<file path="src/rtl/obi_dma_copy.sv">
// Single-port OBI block copier: reads one word from src, writes it to dst, and repeats for len words.
// One transaction outstanding at a time; an illegal-access indication at grant aborts the job.
module obi_dma_copy #(
    parameter int unsigned LEN_W  = 16,
    parameter logic [3:0]  BE_ALL = 4'hF
) (
    input  logic             clk_i,
    input  logic             rst_i,
    input  logic             start_i,
    input  logic [31:0]      src_addr_i,
    input  logic [31:0]      dst_addr_i,
    input  logic [LEN_W-1:0] len_i,
    output logic             busy_o,
    output logic             done_o,
    output logic             err_o,
    output logic [LEN_W-1:0] words_o,
    output logic             obi_req_o,
    input  logic             obi_gnt_i,
    output logic [31:0]      obi_addr_o,
    output logic             obi_we_o,
    output logic [3:0]       obi_be_o,
    output logic [31:0]      obi_wdata_o,
    input  logic             obi_rvalid_i,
    input  logic [31:0]      obi_rdata_i,
    input  logic             illegal_i
);

    typedef enum logic [2:0] {
        S_IDLE    = 3'd0,
        S_RD_REQ  = 3'd1,
        S_RD_WAIT = 3'd2,
        S_WR_REQ  = 3'd3,
        S_WR_WAIT = 3'd4,
        S_FINISH  = 3'd5
    } state_t;

    localparam logic [31:0] ADDR_MASK = 32'hFFFF_FFFC;
    localparam logic [31:0] ADDR_STEP = 32'd4;

    state_t           r_state;
    state_t           w_state_nxt;

    logic [31:0]      r_src;
    logic [31:0]      r_dst;
    logic [31:0]      r_data;
    logic [LEN_W-1:0] r_rem;
    logic [LEN_W-1:0] r_words;
    logic             r_err;

    logic [31:0]      w_src_nxt;
    logic [31:0]      w_dst_nxt;
    logic [31:0]      w_data_nxt;
    logic [LEN_W-1:0] w_rem_nxt;
    logic [LEN_W-1:0] w_words_nxt;
    logic             w_err_nxt;

    logic             r_busy;
    logic             r_done;
    logic             r_req;
    logic             r_we;
    logic [3:0]       r_be;
    logic [31:0]      r_addr;
    logic [31:0]      r_wdata;

    logic             w_busy_nxt;
    logic             w_done_nxt;
    logic             w_req_nxt;
    logic             w_we_nxt;
    logic [3:0]       w_be_nxt;
    logic [31:0]      w_addr_nxt;
    logic [31:0]      w_wdata_nxt;

    // State register
    always_ff @(posedge clk_i) begin
        if (rst_i) begin
            r_state <= S_IDLE;
        end else begin
            r_state <= w_state_nxt;
        end
    end

    // Next-state logic
    always_comb begin
        w_state_nxt = r_state;
        case (r_state)
            S_IDLE: begin
                if (start_i) begin
                    w_state_nxt = (len_i == '0) ? S_FINISH : S_RD_REQ;
                end
            end
            S_RD_REQ: begin
                if (obi_gnt_i) begin
                    w_state_nxt = illegal_i ? S_FINISH : S_RD_WAIT;
                end
            end
            S_RD_WAIT: begin
                if (obi_rvalid_i) begin
                    w_state_nxt = S_WR_REQ;
                end
            end
            S_WR_REQ: begin
                if (obi_gnt_i) begin
                    w_state_nxt = illegal_i ? S_FINISH : S_WR_WAIT;
                end
            end
            S_WR_WAIT: begin
                if (obi_rvalid_i) begin
                    w_state_nxt = (r_rem == LEN_W'(1)) ? S_FINISH : S_RD_REQ;
                end
            end
            S_FINISH: w_state_nxt = S_IDLE;
            default:  w_state_nxt = S_IDLE;
        endcase
    end

    // Job datapath: pointers, remaining count, captured word, progress and abort flag
    always_comb begin
        w_src_nxt   = r_src;
        w_dst_nxt   = r_dst;
        w_data_nxt  = r_data;
        w_rem_nxt   = r_rem;
        w_words_nxt = r_words;
        w_err_nxt   = r_err;
        case (r_state)
            S_IDLE: begin
                if (start_i) begin
                    w_src_nxt   = src_addr_i & ADDR_MASK;
                    w_dst_nxt   = dst_addr_i & ADDR_MASK;
                    w_rem_nxt   = len_i;
                    w_words_nxt = '0;
                    w_err_nxt   = 1'b0;
                end
            end
            S_RD_REQ, S_WR_REQ: begin
                if (obi_gnt_i && illegal_i) begin
                    w_err_nxt = 1'b1;
                end
            end
            S_RD_WAIT: begin
                if (obi_rvalid_i) begin
                    w_data_nxt = obi_rdata_i;
                end
            end
            S_WR_WAIT: begin
                if (obi_rvalid_i) begin
                    w_src_nxt   = r_src + ADDR_STEP;
                    w_dst_nxt   = r_dst + ADDR_STEP;
                    w_rem_nxt   = r_rem - LEN_W'(1);
                    w_words_nxt = r_words + LEN_W'(1);
                end
            end
            default: ;
        endcase
    end

    always_ff @(posedge clk_i) begin
        if (rst_i) begin
            r_src   <= '0;
            r_dst   <= '0;
            r_data  <= '0;
            r_rem   <= '0;
            r_words <= '0;
            r_err   <= 1'b0;
        end else begin
            r_src   <= w_src_nxt;
            r_dst   <= w_dst_nxt;
            r_data  <= w_data_nxt;
            r_rem   <= w_rem_nxt;
            r_words <= w_words_nxt;
            r_err   <= w_err_nxt;
        end
    end

    // Output logic, decoded from the next state so every port comes straight from a flop
    always_comb begin
        w_busy_nxt  = (w_state_nxt != S_IDLE);
        w_done_nxt  = (w_state_nxt == S_FINISH);
        w_req_nxt   = 1'b0;
        w_we_nxt    = r_we;
        w_be_nxt    = 4'h0;
        w_addr_nxt  = r_addr;
        w_wdata_nxt = r_wdata;
        case (w_state_nxt)
            S_RD_REQ: begin
                w_req_nxt  = 1'b1;
                w_we_nxt   = 1'b0;
                w_be_nxt   = BE_ALL;
                w_addr_nxt = w_src_nxt;
            end
            S_WR_REQ: begin
                w_req_nxt   = 1'b1;
                w_we_nxt    = 1'b1;
                w_be_nxt    = BE_ALL;
                w_addr_nxt  = w_dst_nxt;
                w_wdata_nxt = w_data_nxt;
            end
            default: ;
        endcase
    end

    always_ff @(posedge clk_i) begin
        if (rst_i) begin
            r_busy  <= 1'b0;
            r_done  <= 1'b0;
            r_req   <= 1'b0;
            r_we    <= 1'b0;
            r_be    <= 4'h0;
            r_addr  <= '0;
            r_wdata <= '0;
        end else begin
            r_busy  <= w_busy_nxt;
            r_done  <= w_done_nxt;
            r_req   <= w_req_nxt;
            r_we    <= w_we_nxt;
            r_be    <= w_be_nxt;
            r_addr  <= w_addr_nxt;
            r_wdata <= w_wdata_nxt;
        end
    end

    assign busy_o      = r_busy;
    assign done_o      = r_done;
    assign err_o       = r_err;
    assign words_o     = r_words;
    assign obi_req_o   = r_req;
    assign obi_we_o    = r_we;
    assign obi_be_o    = r_be;
    assign obi_addr_o  = r_addr;
    assign obi_wdata_o = r_wdata;

endmodule

</file>
<file path="config.mk">
export PLATFORM = sky130hd
export DESIGN_NAME = obi_dma_copy
export DESIGN_NICKNAME = d
export VERILOG_FILES = /design/src/rtl/obi_dma_copy.sv
export SDC_FILE = /design/constraint.sdc
export NUM_CORES = 1
export LEC_CHECK = 0
export CAP_MARGIN = 20
export CORE_ASPECT_RATIO = 0.75
export CORE_UTILIZATION = 50
export CTS_BUF_LIST = sky130_fd_sc_hd__clkbuf_4 sky130_fd_sc_hd__clkbuf_8
export CTS_CLUSTER_SIZE = 14
export DETAILED_ROUTE_END_ITERATION = 16
export PLACE_DENSITY_LB_ADDON = 0.2
export SLEW_MARGIN = 30
export SYNTH_ARGS = -nofsm -noshare
export SYNTH_HDL_FRONTEND = slang
export SYNTH_SLANG_ARGS = --single-unit
export TNS_END_PERCENT = 50
</file>
<file path="constraint.sdc">
create_clock -name clk_i -period 4.22 [get_ports clk_i]
set_input_delay 0.844 -clock clk_i [delete_from_list [all_inputs] [get_ports clk_i]]
set_output_delay 0.844 -clock clk_i [all_outputs]
set_load 0.01 [all_outputs]
</file>
==> results.ini <==
[global_routing]
grt_antenna_before_repair=0
grt_pass1_vias=8596
grt_start_max_net_pins=82
grt_overflow=0
grt_pass1_wl_mm=45.40
grt_use_total_pct=29.20

[clocking]
cts_setup_buffers=0
clk_path_buf_depth=2
cts_buffers=17
cts.sinks=200
cts_root_buf=clkbuf_8
cts-resized-gates=0
worstSkewPairLatency_ps=490
clkTransAtPathRegs_ps=120
tritoncts=yes
ctsHtreeMaxLevel=4
hold_buffers=0

[drt]
vias_per_cell=6.100
drt-wirelength-per-cell_um=18.44
drt-initial-drc-count=1008
drc=0
final_antenna_net_count=0
vias=9724
finalWirelength_mm=29.39
firstDrtPassIters=6

[setup_path]
cp-start-kind=input pin
crit_fanout=18
worst-path-buf-inv=2
worstPathCellList=clkdlybuf4s50_1 -> a21oi_1 -> a311oi_2 -> nor2_1 -> or3_1 -> buf_4 -> nor4_1 -> a311o_1
max_stage_delay_ps=740
required_ps=4650
crit_family=simple AND/OR/NAND/NOR gates
r2r_end=obi_addr_o[21]$_SDFFE_PP0P_
cp_slowest_cell=clkdlybuf4s50_1
cp.arrival_ps=3620
timing.rr.start=r_state[2]$_SDFF_PP0_
critPathCaptureType=flop
critical_path_class=in -> reg
ff2ff_setup_slack_ps=1250
worstRegToRegCells=7

[flow_run]
cap_violations=0

[placement]
gp_congestion=0.9551
portBuffers=202
dp_hpwl_mm=20.20
pre_cts_ws_ps=565.1

[floorplan]
die_w_um=162.8
die-area_sq_mm=0.01996
die_h_um=122.6
rows=43
num_io_pins=207
fp.coreArea_sq_mm=0.01872
initial_core_util_pct=51.78

[timing]
setup_viol=0
rsz0062_at_grt=false
slew_viol_final=0
worst_pin_slew_ps=867.3
finalCriticalPeriod_ps=3184
period_share_pct=75.46
setup_tns_ps=0
hold_viol_final=0
timing.final.ws_setup_ps=1036
fmax_mhz=314.0
slew_headroom_pct=42.18
clock_skew_ps=22.42

[synthesis]
synth.cell_area_sq_mm=0.009694
ys_warn_count=0
synth-main-ff-cell=dfxtp_1
async_flop_share_pct=0
synth-edff-count=0
yosysSeqAreaShare_pct=41.30
synth_fp_nets=1303
netlist-cell-type-count=78
synth_cells=1180
syn_area_per_cell_sq_um=8.216
ys_ff_latch=200

[pwr]
p_leak_uw=0.004356
total_power_uw=4766
p_per_area_mw_per_mm2=388.0
peakVddDrop_uv=224.5

[run_status]
outcome=complete, no violations

[min_path]
min_delay_path_depth=2
whs_endpoint=obi_addr_o[0]$_SDFFE_PP0P_
worstHoldPathType=reg -> reg
hp-start=obi_addr_o[0]$_SDFFE_PP0P_

[layout]
multi_input_area_sq_mm=0.005228
nNetsFinal=1457
antenna_cells=0
seqCellArea_sq_mm=0.004005
nFillCells=1603
drive_above_1_share_pct=6.533
area_growth_pct=26.72

[cell usage in the layout (no fill, tap or decap), types with 19 or more instances in the layout]
cell,count
nor2_1,179
buf_4,25
and3_1,32
nand3_1,51
nand2_1,86
nor3_1,35
nand4_1,30
o22ai_1,19
a22oi_1,19
dfxtp_1,199
a211oi_1,50
o21ai_0,51
a21oi_1,65
clkdlybuf4s50_1,201
mux2i_1,51
nor4_1,22
[power by group]
part           switching (uW)  internal, uW  leakage [uW]
Clock                     864           491      0.000225
Sequential                165          2060       0.00164
Combinational             638           543       0.00250
[worst max-delay path by stage]
stage	start	endpoint	cells past startpoint
6_report	obi_rvalid_i	obi_addr_o[21]$_SDFFE_PP0P_	8
5_1_grt	obi_rvalid_i	obi_addr_o[21]$_SDFFE_PP0P_	8
4_1_cts	obi_rvalid_i	obi_addr_o[21]$_SDFFE_PP0P_	7
3_5_place_dp	obi_rvalid_i	obi_addr_o[21]$_SDFFE_PP0P_	7
3_3_place_gp	obi_rvalid_i	obi_addr_o[21]$_SDFFE_PP0P_	7
2_1_floorplan	obi_rvalid_i	obi_addr_o[5]$_SDFFE_PP0P_	8
[sequential cells by signal, indices dropped and copies added (netlist names), 3 cells and up]
| signal | cells |
|---|---|
| r_src | 32 |
| r_state | 3 |
| r_rem | 16 |
| r_dst | 32 |
| words_o | 16 |
| r_data | 32 |
| obi_wdata_o | 32 |
| obi_addr_o | 32 |
[worst register-to-register path: stages (launching register included)]
cell and delay (ps):
dfxtp_2 770, nor3b_4 320, nand3_1 120, nor4_2 300
or3_1 580, buf_4 400, nor4_1 100, a311o_1 280
[cells by family after synthesis]
group,Yosys count,share of synthesized area [%]
simple gates,499,25.14
buf+inv,109,5.033
xor+xnor,19,1.717
compound gates,295,20.66
mux,53,5.498
fa+ha+maj,5,0.6453
flops,200,41.30
[final cells by class]
class	instances	area share, %
Multi-Input combinational cell	871	42.55
Sequential cell	200	32.60
Inverter	17	0.5195
Clock buffer	17	1.905
Tap cell	247	2.516
Timing Repair Buffer	227	18.07
Clock inverter	15	1.833
[through the flow]
stage	util [%]	hold slack, ps	cells	instance area (sq um)
final	65.61	468.2	1594	12280
after CTS	65.61	473.0	1594	12280
after detailed placement	63.16	455.5	1562	11830
after global placement	63.16	441.7	1562	11830
after global routing	65.61	499.6	1594	12280
after floorplan	-	446.7	1180	9694
[cell usage after synthesis (6+ instances only)]
master / count / area share, %
inv_1: 17 / 0.66
o211ai_1: 8 / 0.62
and4_1: 6 / 0.54
buf_2: 21 / 1.1
or3_1: 12 / 0.77
and3_1: 32 / 2.1
o221ai_1: 6 / 0.54
a22oi_1: 19 / 1.5
nor2_1: 180 / 7.0
a21oi_1: 65 / 3.4
mux2i_1: 51 / 5.3
buf_4: 6 / 0.46
nand3_1: 51 / 2.6
nor4_1: 22 / 1.4
dfxtp_1: 200 / 41
xnor2_1: 15 / 1.4
a21o_1: 9 / 0.70
a31oi_1: 8 / 0.52
o21ai_0: 51 / 2.6
and2_1: 11 / 0.71
o22ai_1: 19 / 1.2
nand4_1: 30 / 1.9
nor3_1: 35 / 1.8
nand2_1: 86 / 3.3
clkbuf_1: 55 / 2.1
a211oi_1: 50 / 3.9
buf_1: 6 / 0.23
[routing by layer]
| layer | vias to the layer above | share of wire [%] | wire length, um | global-route usage [%] |
|---|---|---|---|---|
| li1 | 4638 | - | - | - |
| met1 | 4564 | 44 | 12930 | 40.52 |
| met2 | 488 | 44 | 12950 | 44.89 |
| met3 | 34 | 11 | 3191 | 7.942 |
| met4 | 0 | 1.1 | 326 | 6.893 |
| met5 | - | 0 | 0 | 0 |
Note: power is estimated with default switching activity, not from simulation.
==> edit (same flow settings) <==
Encoding of `state_t`: now one-hot (6 bits for 6 states).
--- a/src/rtl/obi_dma_copy.sv
+++ b/src/rtl/obi_dma_copy.sv
@@ -25,13 +25,13 @@
     input  logic             illegal_i
 );
 
-    typedef enum logic [2:0] {
-        S_IDLE    = 3'd0,
-        S_RD_REQ  = 3'd1,
-        S_RD_WAIT = 3'd2,
-        S_WR_REQ  = 3'd3,
-        S_WR_WAIT = 3'd4,
-        S_FINISH  = 3'd5
+    typedef enum logic [5:0] {
+        S_IDLE    = 6'b000001,
+        S_RD_REQ  = 6'b000010,
+        S_RD_WAIT = 6'b000100,
+        S_WR_REQ  = 6'b001000,
+        S_WR_WAIT = 6'b010000,
+        S_FINISH  = 6'b100000
     } state_t;
 
     localparam logic [31:0] ADDR_MASK = 32'hFFFF_FFFC;
Behaviour: same outputs for any inputs over 4 cycles, from zero or initial values and one cycle with rst_i high; so few cycles prove little.
==> edit against the unedited design <==
  * Sequential share of layout area down 0.22 points
  * Sequential cell count grew 3
  * Sequential power fell by 6%
  * Area after synthesis grew 1.1%
  * Wire length up 1.4%
  * Cell area increased by 2.1%
  * Total power fell by 8.1%
  * Worst setup slack improved by 0.13 ns
==> edit: results (changes against the unedited design) <==
[clock_tree]
clk_latency_ns=0.57  ; +0.08 ns
clkTransAtPathRegs_ns=0.07  ; -0.05 ns
clockBufferDepth=3  ; +1
cts_root_buf=clkbuf_8
cts_resized=0  ; unchanged
htreeDepth=1  ; -3
cts_buffers=31  ; +14

[hold_path]
worstHoldPathType=reg -> reg

[detailed_routing]
viasPerCell=6.118  ; +0.29%
drt_iter0_markers=1030  ; +2.2%
drt-pass1-iter-count=5  ; -1
wl_per_cell_microns=18.53  ; +0.51%
vias=9838  ; +1.2%

[placement]
io_buffers=202  ; unchanged
place_congestion=0.9484  ; -0.70%
dp_hpwl_microns=20520  ; +1.6%
dp.cells=1557  ; -0.32%

[power_and_ir_drop]
vdd_drop_max_uv=256.2  ; +14%
leakage_nw=4.725  ; +8.5%
p_switching_mw=1.204  ; -28%

[critical_path]
crit_path_top_delay_cell=dfxtp_1
cp_slowest_stage_delay_ns=0.62  ; -0.12 ns
path_delay_family=simple AND/OR/NAND/NOR gates
cp.arrival_ns=3.54  ; -0.08 ns
critPathMaxFanout=39  ; +21

[global_route]
grt_pass1_wl_microns=46050  ; +1.4%
grtUsageTotal_pct=28.75  ; -0.45 points
antenna_found_initial=1  ; +1
grt_pass1_vias=8897  ; +3.5%
grt_max_degree=163  ; +99%

[timing]
maxSlewViolCount=0  ; unchanged
finalClockSkew_ns=0.01488  ; -0.007541 ns
worst_slew_pin_slew_ns=0.8236  ; -0.04367 ns

[synthesis]
synth_edf_count=0  ; unchanged
synthArstFlopShare_pct=0  ; unchanged
ys_top_cells_by_count=dfxtp_1 (203), nor2_1 (157), nand2_1 (111)
syn_inst=1173  ; -0.59%
ys_top_cells_by_area=dfxtp_1 (41%), nor2_1 (6.0%), nand2_1 (4.2%), mux2i_1 (3.9%), o21ai_0 (2.9%)
synth.net_count=1296  ; -0.54%
synth_seq_area_share_pct=41.45  ; +0.15 points
synth_cell_type_count=76  ; -2.6%
synth_warnings=0  ; unchanged

[layout]
antenna_cells=0  ; unchanged
layout-drive-gt1-share_pct=7.715  ; +1.2 points
fillers=1598  ; -0.31%
final_nets=1466  ; +0.62%
syn_to_final_growth_pct=27.99

[outcome]
status=finished clean

-- edit: routing by layer --
| layer | wire [microns] | GRT usage (%) | part of all wire (%) |
|---|---|---|---|
| met4 | 508 | 6.539 | 1.7 |
| met5 | 13 | 0 | 0.044 |
| met1 | 13340 | 40.81 | 45 |
| met3 | 3181 | 7.783 | 11 |
| met2 | 12750 | 43.30 | 43 |
-- edit: kinds of logic after synthesis --
logic type / share of synthesized area, %
buffers and inverters: 5.270
xor gates and xnor gates: 2.233
DFF: 41.45
muxes: 3.994
adders and majority gates: 0.6381
and+or+nand+nor: 24.06
AOI/OAI and AO/OA: 22.36
-- edit: worst reg2reg max path, cell delays in order, from the launching register on --
cell	delay, ns
dfxtp_1	0.62
nor4b_4	0.48
nand2_2	0.47
buf_4	0.43
or4_1	0.55
mux2i_1	0.18
o21ai_0	0.12
a31oi_1	0.13
-- edit: power by group through the flow --
stage               Clock (mW)  Combinational (mW)  Sequential, mW
global route              1.73               0.718            2.10
global placement             0               0.643            2.13
floorplan                    0               0.379            2.11
finish                    1.62               0.661            2.09
CTS                       1.64               0.655            2.09
detailed placement           0               0.651            2.13
-- edit: path summary, 6_finish.rpt --
kind                                startpoint        endpoint  slack (ns)  depth (start not counted)
worst max-delay path                r_state[4]  obi_addr_o[31]        1.16                          7
worst min-delay path            obi_addr_o[26]  obi_addr_o[26]        0.49                          2
worst max register to register      r_state[4]  obi_addr_o[31]        1.16                          7
worst min register to register  obi_addr_o[26]  obi_addr_o[26]        0.49                          2
-- edit: layout make-up --
class                           instances  area share [%]
Sequential cell                       203           32.39
Multi-Input combinational cell        861           41.80
Clock inverter                          6          0.2592
Timing Repair Buffer                  232           18.09
Tap cell                              247           2.463
Clock buffer                           45           4.587
Inverter                               14          0.4188
-- edit: metrics by stage --
stage               utilization, %  instance area (sq um)  setup WS, ns  hold slack, ns
global placement             63.41                  11940        0.7653          0.4618
global route                 66.64                  12550         1.065          0.4937
detailed placement           63.41                  11940        0.7203          0.4679
CTS                          66.64                  12550         1.224          0.4839
finish                       66.64                  12550         1.161          0.4855
floorplan                        -                   9804         1.672          0.4471
